--- config.mk ---
export PLATFORM = sky130hd
export DESIGN_NAME = pipeline_hazard_ctrl
export DESIGN_NICKNAME = d
export VERILOG_FILES = /design/src/rtl/cpu_types_pkg.sv /design/src/rtl/pipeline_hazard_ctrl_sat_counter.sv /design/src/rtl/pipeline_hazard_ctrl.sv
export SDC_FILE = /design/constraint.sdc
export NUM_CORES = 1
export LEC_CHECK = 0
export BUFFER_PORTS_ARGS = -buffer_cell sky130_fd_sc_hd__buf_4
export CAP_MARGIN = 20
export CORE_UTILIZATION = 38
export DETAILED_ROUTE_END_ITERATION = 8
export GPL_ROUTABILITY_DRIVEN = 0
export GPL_TIMING_DRIVEN = 0
export PLACE_DENSITY = 0.68
export SYNTH_ARGS = -nofsm -noshare
export SYNTH_HDL_FRONTEND = slang
export SYNTH_SLANG_ARGS = --single-unit
--- constraint.sdc ---
create_clock -name CLK -period 1.6 [get_ports CLK]
set_input_delay 0 -clock CLK [delete_from_list [all_inputs] [get_ports CLK]]
set_output_delay 0 -clock CLK [all_outputs]
set_load 0.05 [all_outputs]
--- src/rtl/cpu_types_pkg.sv ---
// Shared CPU types: register IDs and the hazard sequencer state encoding.
package cpu_types_pkg;
  typedef logic [4:0] regbits_t;

  typedef enum logic [1:0] {
    RUN   = 2'd0,
    DWAIT = 2'd1,
    HALT  = 2'd2
  } hzd_state_t;

  localparam regbits_t ZERO_REG = 5'd0;
endpackage

--- src/rtl/pipeline_hazard_ctrl_sat_counter.sv ---
// Saturating up-counter with enable; holds at all-ones.
module sat_counter #(
  parameter int W = 16
) (
  input  logic         CLK,
  input  logic         nRST,
  input  logic         en_i,
  output logic [W-1:0] count_o
);
  logic [W-1:0] count_q, count_d;

  // next count: step when enabled, stick at the top value
  always_comb begin
    count_d = count_q;
    if (en_i && (count_q != {W{1'b1}})) count_d = count_q + 1'b1;
  end

  // count register, cleared asynchronously
  always_ff @(posedge CLK or negedge nRST) begin
    if (!nRST) count_q <= '0;
    else       count_q <= count_d;
  end

  assign count_o = count_q;
endmodule

--- src/rtl/pipeline_hazard_ctrl.sv ---
// Pipeline sequencer: enables/flushes for the four pipeline registers and PC,
// resolving halt, data-memory wait, branch redirect, load-use and ifetch wait.
module pipeline_hazard_ctrl
  import cpu_types_pkg::*;
#(
  parameter int CNT_W           = 16,
  parameter int NUM_FLUSH_ON_BR = 2
) (
  input  logic             CLK,
  input  logic             nRST,
  input  logic             ihit,
  input  logic             dhit,
  input  logic             dREN_EX_MEM,
  input  logic             dWEN_EX_MEM,
  input  logic             dREN_ID_EX,
  input  regbits_t         Rt_ID_EX,
  input  regbits_t         Rs_IF_ID,
  input  regbits_t         Rt_IF_ID,
  input  logic             branch_taken,
  input  logic             halt_MEM_WB,
  output logic             pc_en,
  output logic             if_id_en,
  output logic             id_ex_en,
  output logic             ex_mem_en,
  output logic             mem_wb_en,
  output logic             if_id_flush,
  output logic             id_ex_flush,
  output logic             ex_mem_flush,
  output logic             iREN,
  output logic             halted,
  output logic [CNT_W-1:0] stall_count
);
  hzd_state_t state_q, state_d;
  logic       mem_req, luh;

  assign mem_req = dREN_EX_MEM | dWEN_EX_MEM;
  assign luh     = dREN_ID_EX && (Rt_ID_EX != ZERO_REG) &&
                   ((Rt_ID_EX == Rs_IF_ID) || (Rt_ID_EX == Rt_IF_ID));

  // priority resolution of controls and next state
  always_comb begin
    pc_en        = 1'b1;
    if_id_en     = 1'b1;
    id_ex_en     = 1'b1;
    ex_mem_en    = 1'b1;
    mem_wb_en    = 1'b1;
    if_id_flush  = 1'b0;
    id_ex_flush  = 1'b0;
    ex_mem_flush = 1'b0;
    iREN         = 1'b1;
    state_d      = state_q;
    if (!nRST || state_q == HALT) begin
      // reset or halted: everything quiet
      {pc_en, if_id_en, id_ex_en, ex_mem_en, mem_wb_en, iREN} = '0;
    end else if (halt_MEM_WB) begin
      // retire the halt, freeze everything younger
      {pc_en, if_id_en, id_ex_en, ex_mem_en, iREN} = '0;
      state_d = HALT;
    end else if (mem_req && !dhit) begin
      // freeze so the outstanding memory request stays stable
      {pc_en, if_id_en, id_ex_en, ex_mem_en, mem_wb_en, iREN} = '0;
      state_d = DWAIT;
    end else begin
      state_d = RUN;
      if (branch_taken) begin
        // redirect wins: the dependent instruction is discarded anyway
        if_id_flush  = 1'b1;
        id_ex_flush  = 1'b1;
        ex_mem_flush = (NUM_FLUSH_ON_BR == 3);
      end else if (luh) begin
        // hold PC and ID, inject one bubble into EX; also covers ihit=0
        pc_en       = 1'b0;
        if_id_en    = 1'b0;
        id_ex_flush = 1'b1;
      end else if (!ihit) begin
        pc_en       = 1'b0;
        if_id_flush = 1'b1;
      end
    end
  end

  // state register; reset abandons any pending memory wait
  always_ff @(posedge CLK or negedge nRST) begin
    if (!nRST) state_q <= RUN;
    else       state_q <= state_d;
  end

  assign halted = nRST && (state_q == HALT);

  sat_counter #(.W(CNT_W)) u_stall_cnt (
    .CLK     (CLK),
    .nRST    (nRST),
    .en_i    ((state_q != HALT) && !pc_en),
    .count_o (stall_count)
  );
endmodule

======== Yosys cells after proc, flatten, opt, wreduce, memory -nomap -nowiden ========
Index checks and enable logic that the tools add are counted.
word-level totals
  register bits after elaboration ......... 18
  word-level logic and storage cells ...... 50
operators by class
  reductions and logical operators ........ 12
  muxes and demuxes ....................... 29
  $add $sub $neg .......................... 1
  eq/ne operators ......................... 5
  bitwise logic cells ..................... 1
operator list
  operator                                                          number
  1-bit 2-to-1 mux                                                  28
  16-bit by 1-bit adder with 16-bit output (second input constant)  1
  16-bit != test (second input constant)                            1
  5-bit equality test                                               2
  1-bit logical AND                                                 6
  5-bit nonzero test                                                1
  1-bit zero test                                                   3
  2-bit equality test (second input constant)                       1
  1-bit logical OR                                                  2
  2-bit 2-to-1 mux                                                  1
  2-bit != test (second input constant)                             1
  1-bit OR                                                          1

======== Logic depth before layout (Yosys ltp) ========
Gate-level depths: netlist of run 1.
  depth in word-level cells ............... 11
  gate-level depth with buffers ........... 7
  depth with buffers taken out ............ 6

======== By module ========
A second synthesis of run 1 with hierarchy kept.
unflattened totals
  cells, all modules ...................... 120
  area total of the unflattened synthesis .. 1212.4 sq um
by module, submodules not included
  module                area each (sq um)  instances  cells an instance  seq. area each (sq um)
  sat_counter           859.6              1          72                 400.4
  pipeline_hazard_ctrl  352.8              1          48                 50.0

======== Worst setup path before layout of run 1 ========
OpenSTA, ideal clock, no wires.
  kind .................................... register to register
  from .................................... register u_stall_cnt.count_q[3], in the netlist u_stall_cnt.count_o[3]
  to ...................................... register u_stall_cnt.count_q[1], in the netlist u_stall_cnt.count_o[1]
  required time ........................... 1.472 ns
  setup slack ............................. -0.515 ns
  clock period less this slack ............ 2.115 ns
  library setup time ...................... 0.128 ns
  arrival ................................. 1.988 ns
  stages on the path, launching flop included .. 7
  path buffers ............................ 0
  cells stage by stage .................... dfrtp_1 and4_1 and4_1 and2_4 nand4_4 nand2_1 mux2_1
between the ends
  word-level cells in the longest chain between the ends .. 2
ends and longest elaborated chain
  element                   RTL line                                text
  start: declaration        pipeline_hazard_ctrl_sat_counter.sv:10  logic [W-1:0] count_q, count_d;
  start signal: assignment  pipeline_hazard_ctrl_sat_counter.sv:21  else count_q <= count_d;
  16-bit != test            pipeline_hazard_ctrl_sat_counter.sv:15  if (en_i && (count_q != {W{1'b1}})) count_d = count_q + 1'b1;
  1-bit logical AND         pipeline_hazard_ctrl_sat_counter.sv:15
Every way passes these cells.
A chain may end at the register's enable or synchronous reset.

======== Worst setup path in the final report of run 1 ========
  from .................................... register u_stall_cnt.count_q[4], in the netlist u_stall_cnt.count_o[4]
  to ...................................... register u_stall_cnt.count_q[12], in the netlist u_stall_cnt.count_o[12]
between the ends
  word-level cells in the longest chain between the ends .. 2
ends and longest elaborated chain
  element
  parallel branches: the longest is 2 deep, another holds 16-bit by 1-bit adder with 16-bit output
Parallel ways; which one is timed is not known.

==> metrics.cfg, run 1 <==
[cts]
cts_buffers = 3
clock_latency_ns = 0.29
cts_tree = done
clk_pin_slew_ns = 0.10
cts_sinks = 18
h-tree-depth = 1
cts-root-buf = clkbuf_4
clockBufferDepth = 2

[setup_path]
critPathTopFamily = simple AND/OR/NAND/NOR gates
crit_type = reg -> reg
crit_cells = 6
cp_num_buf_inv = 1
cp_slowest_stage_delay_ns = 0.38
cp_data_arrival_time_ns = 1.91
crit_top_cell = and4_4
rr_worst_depth = 6
path_max_fanout = 3
required_ns = 1.79
end_kind = register
cp_cell_sequence = and4_4 -> and4_4 -> and2_4 -> buf_4 -> nand4_1 -> mux2_4
crit_path_start_kind = register
slowest_stage = dfrtp_2

[synth]
synth_warnings = 0
synth-seq-area-share_pct = 37.7
syn_nets = 139
ys_ff_latch = 18
synth_cell_types = 28
synth.area.top_cells = dfrtp_1 (38%), xnor2_1 (18%), nand3_2 (5.0%)
synth_area_per_cell_um2 = 10.5
synth_top_area_share_pct = 37.7
synth.cell_area_um2 = 1190
yosysTopAreaCell = dfrtp_1
syn_inst = 114

[finish]
layout_commonest_cell = buf_4
fin_area_um2 = 1960
stdcell_count = 228
fillCellCount = 236
final_cell_mix = buf_4 (66), xnor2_1 (18), dfrtp_1 (12)
insertedDiodeCount = 0
drive_above_1_share_pct = 58.6
area_growth_pct = 64.2
final_util_pct = 68.1
fin_nets = 212

[power_and_ir_drop]
powerDensity_nw_per_um2 = 1020
p_total_w = 0.00199
peakVddDrop_mv = 1.04
p_leak_nw = 0.951

[global_route]
overflow = 0
grt_usage_pct = 20.2
grt_pass1_vias = 1159
grt_max_degree = 19
grt_pass1_wl_um = 5290
grt_antenna_before_repair = 0

[sta]
finalSetupViolCount = 14
hold_viol = 0
min_period_ns = 1.72
post-route-period-util_pct = 108
worst_pin_slew_ns = 0.812
finalClockSkew_ns = 0.00142
layout_setup_ws_ns = -0.124
final_max_slew_viol_count = 0
fmax_ghz = 0.580
slew_headroom_pct = 45.8
grt_setup_unrepaired = yes

[die]
start_util_pct = 41.5
core.rowCount = 19
coreArea_um2 = 2880
die_height_um = 58.0
fp.dieW_um = 58.0
fp.dieArea_um2 = 3370
io_pins = 50

[routing]
detail_route.vias_per_cell = 5.01
first_pass_iters = 6
drt.antenna.violating_nets = 0
routedWlPerCell_um = 14.5
drt_iter0_markers = 32
drc = 6
wl_um = 3300
vias = 1142

[min_path]
min_path_cells = 4
hp-class = in -> reg

[run_status]
status = finished with violations
failed_checks = design-rule violations, negative setup slack

[placed_design]
dp_slack_ns = -0.277
dp_hpwl_um = 2170
dp.cells = 204
placed_area_um2 = 1620
port_buffers = 48

[run]
cap_violations = 0

where the power goes:
| group | internal (W) | switching, W | leakage [nW] |
|---|---|---|---|
| Clock | 0.0000969 | 0.000142 | 0.0150 |
| Sequential | 0.000544 | 0.0000638 | 0.229 |
| Combinational | 0.000473 | 0.000673 | 0.706 |
| Total | 0.00111 | 0.000879 | 0.951 |
Yosys cell counts:
library cell,n
inv_1,3
or4_1,1
ha_1,1
nor2_1,3
and4_1,5
buf_6,1
o21ba_2,1
nand4_2,4
nand2b_1,3
xnor2_1,24
nand2_1,6
nand4_1,3
buf_4,4
o22ai_1,1
nand3_1,5
a41o_4,1
o21a_1,2
and3_1,6
dfrtp_1,18
a21oi_1,6
nand3_2,6
a31oi_1,1
mux2_1,2
nand4_4,1
a22o_1,1
and2_1,3
conb_1,1
and2_4,1
flip-flops by register name, indices dropped and copies added (netlist names):
signal	flops
u_stall_cnt.count_o	16
state_q	2
worst reg2reg max path, delay by kind of cell, from the launching register on:
kind	cells	cell delay, ns
mux	1	0.34
simple gates	4	0.78
buf+inv	1	0.13
flops	1	0.38
path summary, 6_finish.rpt:
path	slack, ns	endpoint	start
min in group asynchronous	0.58	u_stall_cnt.count_o[2]	nRST
min reg2reg	0.52	u_stall_cnt.count_o[9]	u_stall_cnt.count_o[9]
max reg2reg	-0.12	u_stall_cnt.count_o[12]	u_stall_cnt.count_o[4]
max in group asynchronous	0.47	u_stall_cnt.count_o[5]	nRST
max	-0.12	u_stall_cnt.count_o[12]	u_stall_cnt.count_o[4]
min	0.12	state_q[0]	dhit
cell type report:
| class | instances | area, um2 | share of cell area (%) |
|---|---|---|---|
| well taps | 42 | 52.6 | 2.68 |
| clock buffers | 4 | 26.3 | 1.34 |
| flip-flops and latches | 18 | 458 | 23.4 |
| multi-input cells | 88 | 821 | 41.9 |
| repair buffers | 68 | 542 | 27.7 |
| inverters | 3 | 11.3 | 0.575 |
| plain buffers | 5 | 48.8 | 2.49 |
metal layers:
metal / global-route usage, % / up-vias / wire length [um]
met2: 35.3 / 41 / 1740
met4: 6.12 / 0 / 35
met5: 0 / - / 0
met1: 26.0 / 549 / 1320
li1: - / 546 / -
met3: 2.68 / 6 / 207
kinds of logic after synthesis:
group | after synthesis | synth area share (%)
AND/OR/NAND/NOR | 47 | 28.8
XOR/XNOR | 24 | 17.6
flip-flops | 18 | 37.7
AO/OA/AOI/OAI | 13 | 8.18
buffers and inverters | 8 | 4.40
multiplexers | 2 | 1.89
adder cells (fa/ha/maj) | 1 | 1.05
other | 1 | 0.314
per-stage QoR:
stage / hold slack [ns] / setup TNS (ns)
after CTS: 0.113 / -0.362
after global placement: -0.0966 / -2.30
after detailed placement: -0.0917 / -2.80
final: 0.121 / -0.781
after global routing: 0.132 / -1.59
after floorplan: -0.296 / -3.59
what timing repair did:
action,CTS,global route
gates resized for setup,15,12
buffers inserted,14,2
pin swaps,9,7
cloned,1,0
endpoints found under the hold margin,19,0
endpoints found under the setup margin,15,24
hold buffers,3,0
Power figures use the tool's default switching activity.
==> run 2: changes to the inputs <==
PLACE_DENSITY = 0.64   (was 0.68)
==> run 2 against run 1 <==
Against the previous run: the flow still finishes with violations (design-rule violations, negative setup slack); combinational power shrank 7%; setup slack gained 0.088 ns; count of clock-buffer cells in the layout is the same; final cell count shrank 1.3%; clock skew grew 0.00055 ns; register-to-register slack gained 0.09 ns; critical path depth is the same; via count shrank 2.4%; sequential power grew 2%; sequential cell count is the same; highest routed layer unchanged.
==> metrics.cfg, run 2 (synthesized netlist as in run 1, its figures left out) <==
[power_and_ir_drop]
p_leak_nw = 0.884
peakVddDrop_mv = 1.25
p_total_w = 0.00192
powerDensity_nw_per_um2 = 1050

[global_route]
grt_usage_pct = 18.2
overflow = 0
grt_max_degree = 19
grt_antenna_before_repair = 0
grt_pass1_wl_um = 4660
grt_pass1_vias = 1017

[cts]
clk_pin_slew_ns = 0.10
clock_latency_ns = 0.29
h-tree-depth = 1
cts_sinks = 18
cts-root-buf = clkbuf_4
cts_tree = done
clockBufferDepth = 2
cts_buffers = 3

[setup_path]
path_max_fanout = 4
crit_path_start_kind = register
crit_type = reg -> reg
cp_data_arrival_time_ns = 1.82
end_kind = register
r2r_slack_ns = -0.04
required_ns = 1.79
worstReg2RegEnd = u_stall_cnt.count_o[1]
r2r_start = u_stall_cnt.count_o[6]
rr_worst_depth = 6

[min_path]
min_path_cells = 4
holdPathEnd = state_q[0]
worstHoldStart = dhit
hp-class = in -> reg

[sta]
final_max_slew_viol_count = 0
post-route-period-util_pct = 102
layout_setup_ws_ns = -0.0362
hold_viol = 0
finalClockSkew_ns = 0.00197
fin_tns_setup_ns = -0.0431
finalSetupViolCount = 3
grt_setup_unrepaired = yes
fmax_ghz = 0.611
worst_pin_slew_ns = 0.817
timing.hold.ws_ns = 0.109
min_period_ns = 1.64
slew_headroom_pct = 45.5

[routing]
routedWlPerCell_um = 12.8
drc = 7
detail_route.vias_per_cell = 4.96
vias = 1115
first_pass_iters = 6
wl_um = 2890
drt.antenna.violating_nets = 0
drt_iter0_markers = 53

[die]
die_height_um = 58.0
coreArea_um2 = 2880
start_util_pct = 41.5
io_pins = 50
fp.dieW_um = 58.0
fp.dieArea_um2 = 3370
core.rowCount = 19

[finish]
insertedDiodeCount = 0
multiInputGateArea_um2 = 736
final_util_pct = 63.6
fillCellCount = 248
largest_reg_flops = 16
layout_commonest_cell = buf_4
area_growth_pct = 53.4
fin_nets = 209
drive_above_1_share_pct = 54.6
final_cell_mix = buf_4 (65), xnor2_1 (23), dfrtp_1 (12), nand3_2 (7)
seqCellArea_um2 = 458

[placed_design]
dp_hpwl_um = 1980
port_buffers = 48
dp_slack_ns = -0.257

[run_status]
failed_checks = design-rule violations, negative setup slack
status = finished with violations

[run]
cap_violations = 0

[run 2: cell types whose count changed in the layout (fill, tap and decap cells not counted), sizes merged]
| cell | change |
|---|---|
| clkbuf | -1 |
| buf | -2 |
[run 2: power breakdown]
group	internal, W	leakage, nW	switching [W]
sequential	0.000545	0.229	0.0000781
combinational	0.000446	0.640	0.000622
clock	0.0000971	0.0150	0.000136
total	0.00109	0.884	0.000836
[run 2: cell type report]
cell class | count | area share, %
Sequential cell | 18 | 25.0
Timing Repair Buffer | 65 | 27.2
Multi-Input combinational cell | 88 | 40.2
Inverter | 3 | 0.615
Tap cell | 42 | 2.87
Buffer | 5 | 2.67
Clock buffer | 4 | 1.44
[run 2: how the worst max path moves through the flow]
stage	startpoint	to	slack, ns
3_3_place_gp	u_stall_cnt.count_o[4]	u_stall_cnt.count_o[4]	-0.24
5_1_grt	u_stall_cnt.count_o[6]	u_stall_cnt.count_o[1]	-0.09
4_1_cts	u_stall_cnt.count_o[5]	u_stall_cnt.count_o[1]	-0.05
2_1_floorplan	u_stall_cnt.count_o[3]	u_stall_cnt.count_o[1]	-0.31
3_5_place_dp	u_stall_cnt.count_o[4]	u_stall_cnt.count_o[8]	-0.26
6_report	u_stall_cnt.count_o[6]	u_stall_cnt.count_o[1]	-0.04
[run 2: per-layer routing]
| layer | share of wire (%) | GRT usage [%] | vias up | wire (um) |
|---|---|---|---|---|
| met2 | 48 | 31.0 | 39 | 1400 |
| met4 | 1.6 | 7.48 | 0 | 47 |
| met1 | 44 | 22.6 | 525 | 1260 |
| met3 | 6.4 | 3.35 | 6 | 184 |
| met5 | 0 | 0 | - | 0 |
| li1 | - | - | 545 | - |
[run 2: timing repair]
action	in CTS	in global routing
hold endpoints to repair	19	0
endpoints found under the setup margin	15	35
hold buffers	3	0
resized for setup	8	4
buffers inserted	11	3
pin swaps	5	4
[run 2: worst max-delay path, cell delays in order (launching register included)]
cell,delay [ns]
dfrtp_2,0.38
and4_4,0.22
and4_4,0.21
and2_4,0.17
nand4_4,0.14
nand2_2,0.11
mux2_4,0.29
[run 2: metrics by stage]
step                instances  instance area, um2
CTS                       222                1790
finish                    225                1830
floorplan                 114                1210
global route              225                1830
global placement          204                1620
detailed placement        204                1620
==> run 3: changes to the inputs <==
==> constraint.sdc (replaced) <==
create_clock -name CLK -period 1.6 [get_ports CLK]
set_input_delay 0 -clock CLK [delete_from_list [all_inputs] [get_ports CLK]]
set_output_delay 0 -clock CLK [all_outputs]
set_load 0.01 [all_outputs]
==> run 3 against run 2 <==
Against the previous run: the flow still finishes with violations (design-rule violations, negative setup slack); hold slack worse by 0.010 ns; wire length is 9.0% higher; final cell count is 0.89% higher; global-route usage is 1.7 points higher; sequential share of layout area is 1.5 points lower; combinational power is 22% lower; first-iteration DRC count is 55% lower; clock power is 25% higher; clock skew is 0.0057 ns higher; register-to-register slack worse by 0.02 ns; critical path type unchanged; largest cell class unchanged.
==> metrics.cfg, run 3 (synthesized netlist as in run 1, its figures left out) <==
[run_status]
status = finished with violations
failed_checks = design-rule violations, negative setup slack

[sta]
slew_headroom_pct = 44.3
post-route-period-util_pct = 104
final_max_slew_viol_count = 0
worst_pin_slew_ns = 0.836
finalSetupViolCount = 10
grt_setup_unrepaired = yes
min_period_ns = 1.66
finalClockSkew_ns = 0.00764
layout_setup_ws_ns = -0.0600
hold_viol = 0
fmax_ghz = 0.602

[placed_design]
dp_slack_ns = -0.272
port_buffers = 48
dp.cells = 204
dp_hpwl_um = 2050

[finish]
multiInputGateArea_um2 = 782
final_cell_mix = buf_4 (66), xnor2_1 (21), dfrtp_1 (18), a21oi_1 (6), and3_1 (6)
seqCellArea_um2 = 450
largest_reg_flops = 16
fin_nets = 211
insertedDiodeCount = 0
fillCellCount = 240
layout_commonest_cell = buf_4
area_growth_pct = 60.2
drive_above_1_share_pct = 51.9
stdcell_count = 227

[power_and_ir_drop]
peakVddDrop_mv = 0.834
p_leak_nw = 0.947
p_total_w = 0.00173
powerDensity_nw_per_um2 = 903

[die]
core.rowCount = 19
fp.dieW_um = 58.0
fp.dieArea_um2 = 3370
start_util_pct = 41.5
coreArea_um2 = 2880
die_height_um = 58.0
io_pins = 50

[routing]
routedWlPerCell_um = 13.9
drt.antenna.violating_nets = 0
wl_um = 3150
drc = 6
first_pass_iters = 6
vias = 1110
detail_route.vias_per_cell = 4.89
drt_iter0_markers = 24

[global_route]
overflow = 0
grt_max_degree = 19
grt_pass1_wl_um = 5080
grt_usage_pct = 19.8
grt_antenna_before_repair = 0
grt_pass1_vias = 1113

[setup_path]
r2r_start = u_stall_cnt.count_o[6]
end_kind = register
rr_worst_depth = 6
crit_path_start_kind = register
path_max_fanout = 5
cp_data_arrival_time_ns = 1.86
crit_type = reg -> reg
required_ns = 1.80
r2r_slack_ns = -0.06
worstReg2RegEnd = u_stall_cnt.count_o[1]

[min_path]
holdPathEnd = state_q[0]
hp-class = in -> reg
worstHoldStart = dhit
min_path_cells = 4

[cts]
cts_tree = done
cts_sinks = 18
clockBufferDepth = 2
clk_pin_slew_ns = 0.10
clock_latency_ns = 0.31
h-tree-depth = 1
cts_buffers = 3
cts-root-buf = clkbuf_4

[run]
cap_violations = 0

run 3: power by group:
part	internal, W	switching, W	leakage [nW]
registers	0.000534	0.0000620	0.237
logic	0.000447	0.000392	0.689
clock network	0.000139	0.000152	0.0210
total	0.00112	0.000606	0.947
run 3: repair_timing:
| item | 4_1_cts | 5_1_grt |
|---|---|---|
| gates cloned | 1 | 0 |
| setup endpoints to repair | 15 | 32 |
| pin swaps | 11 | 9 |
| hold buffers | 3 | 0 |
| hold endpoints to repair | 19 | 0 |
| buffers inserted | 12 | 3 |
| gates resized for setup | 12 | 8 |
run 3: metrics by stage:
step / TNS (ns) / hold WS, ns / cell area (um2) / utilization (%)
global placement: -2.45 / -0.0952 / 1610 / 56.1
finish: -0.302 / 0.0983 / 1910 / 66.5
detailed placement: -2.89 / -0.0920 / 1610 / 56.1
CTS: -0.224 / 0.104 / 1850 / 64.2
global route: -1.06 / 0.109 / 1910 / 66.5
floorplan: -1.06 / -0.296 / 1200 / -
run 3: routing by layer:
layer	wire length [um]	share of wire [%]	vias up	global-route usage [%]
met3	190	6.0	5	3.13
li1	-	-	545	-
met1	1350	43	523	24.4
met2	1560	50	37	34.8
met5	0	0	-	0
met4	51	1.6	0	7.48
run 3: worst max path at each step:
stage	startpoint	end	slack [ns]	depth (start not counted)
floorplan	u_stall_cnt.count_o[3]	u_stall_cnt.count_o[1]	-0.14	6
global placement	u_stall_cnt.count_o[3]	u_stall_cnt.count_o[6]	-0.24	7
detailed placement	u_stall_cnt.count_o[3]	u_stall_cnt.count_o[4]	-0.27	7
CTS	u_stall_cnt.count_o[3]	u_stall_cnt.count_o[1]	-0.08	6
global route	u_stall_cnt.count_o[6]	u_stall_cnt.count_o[4]	-0.11	7
finish	u_stall_cnt.count_o[6]	u_stall_cnt.count_o[1]	-0.06	6
run 3: worst max-delay path: stages, from the launching register on:
cell and delay, ns:
dfrtp_1 0.37, and4_4 0.23, and4_4 0.22, and2_4 0.16
nand4_4 0.17, nand2_4 0.11, mux2_4 0.29
run 3: final cells by class:
class	instances	share of cell area [%]
timing repair buffer	67	27.7
clock buffer	4	1.90
multi-input combinational	88	40.9
tap	42	2.75
inverter	3	0.589
buffer	5	2.55
sequential	18	23.6
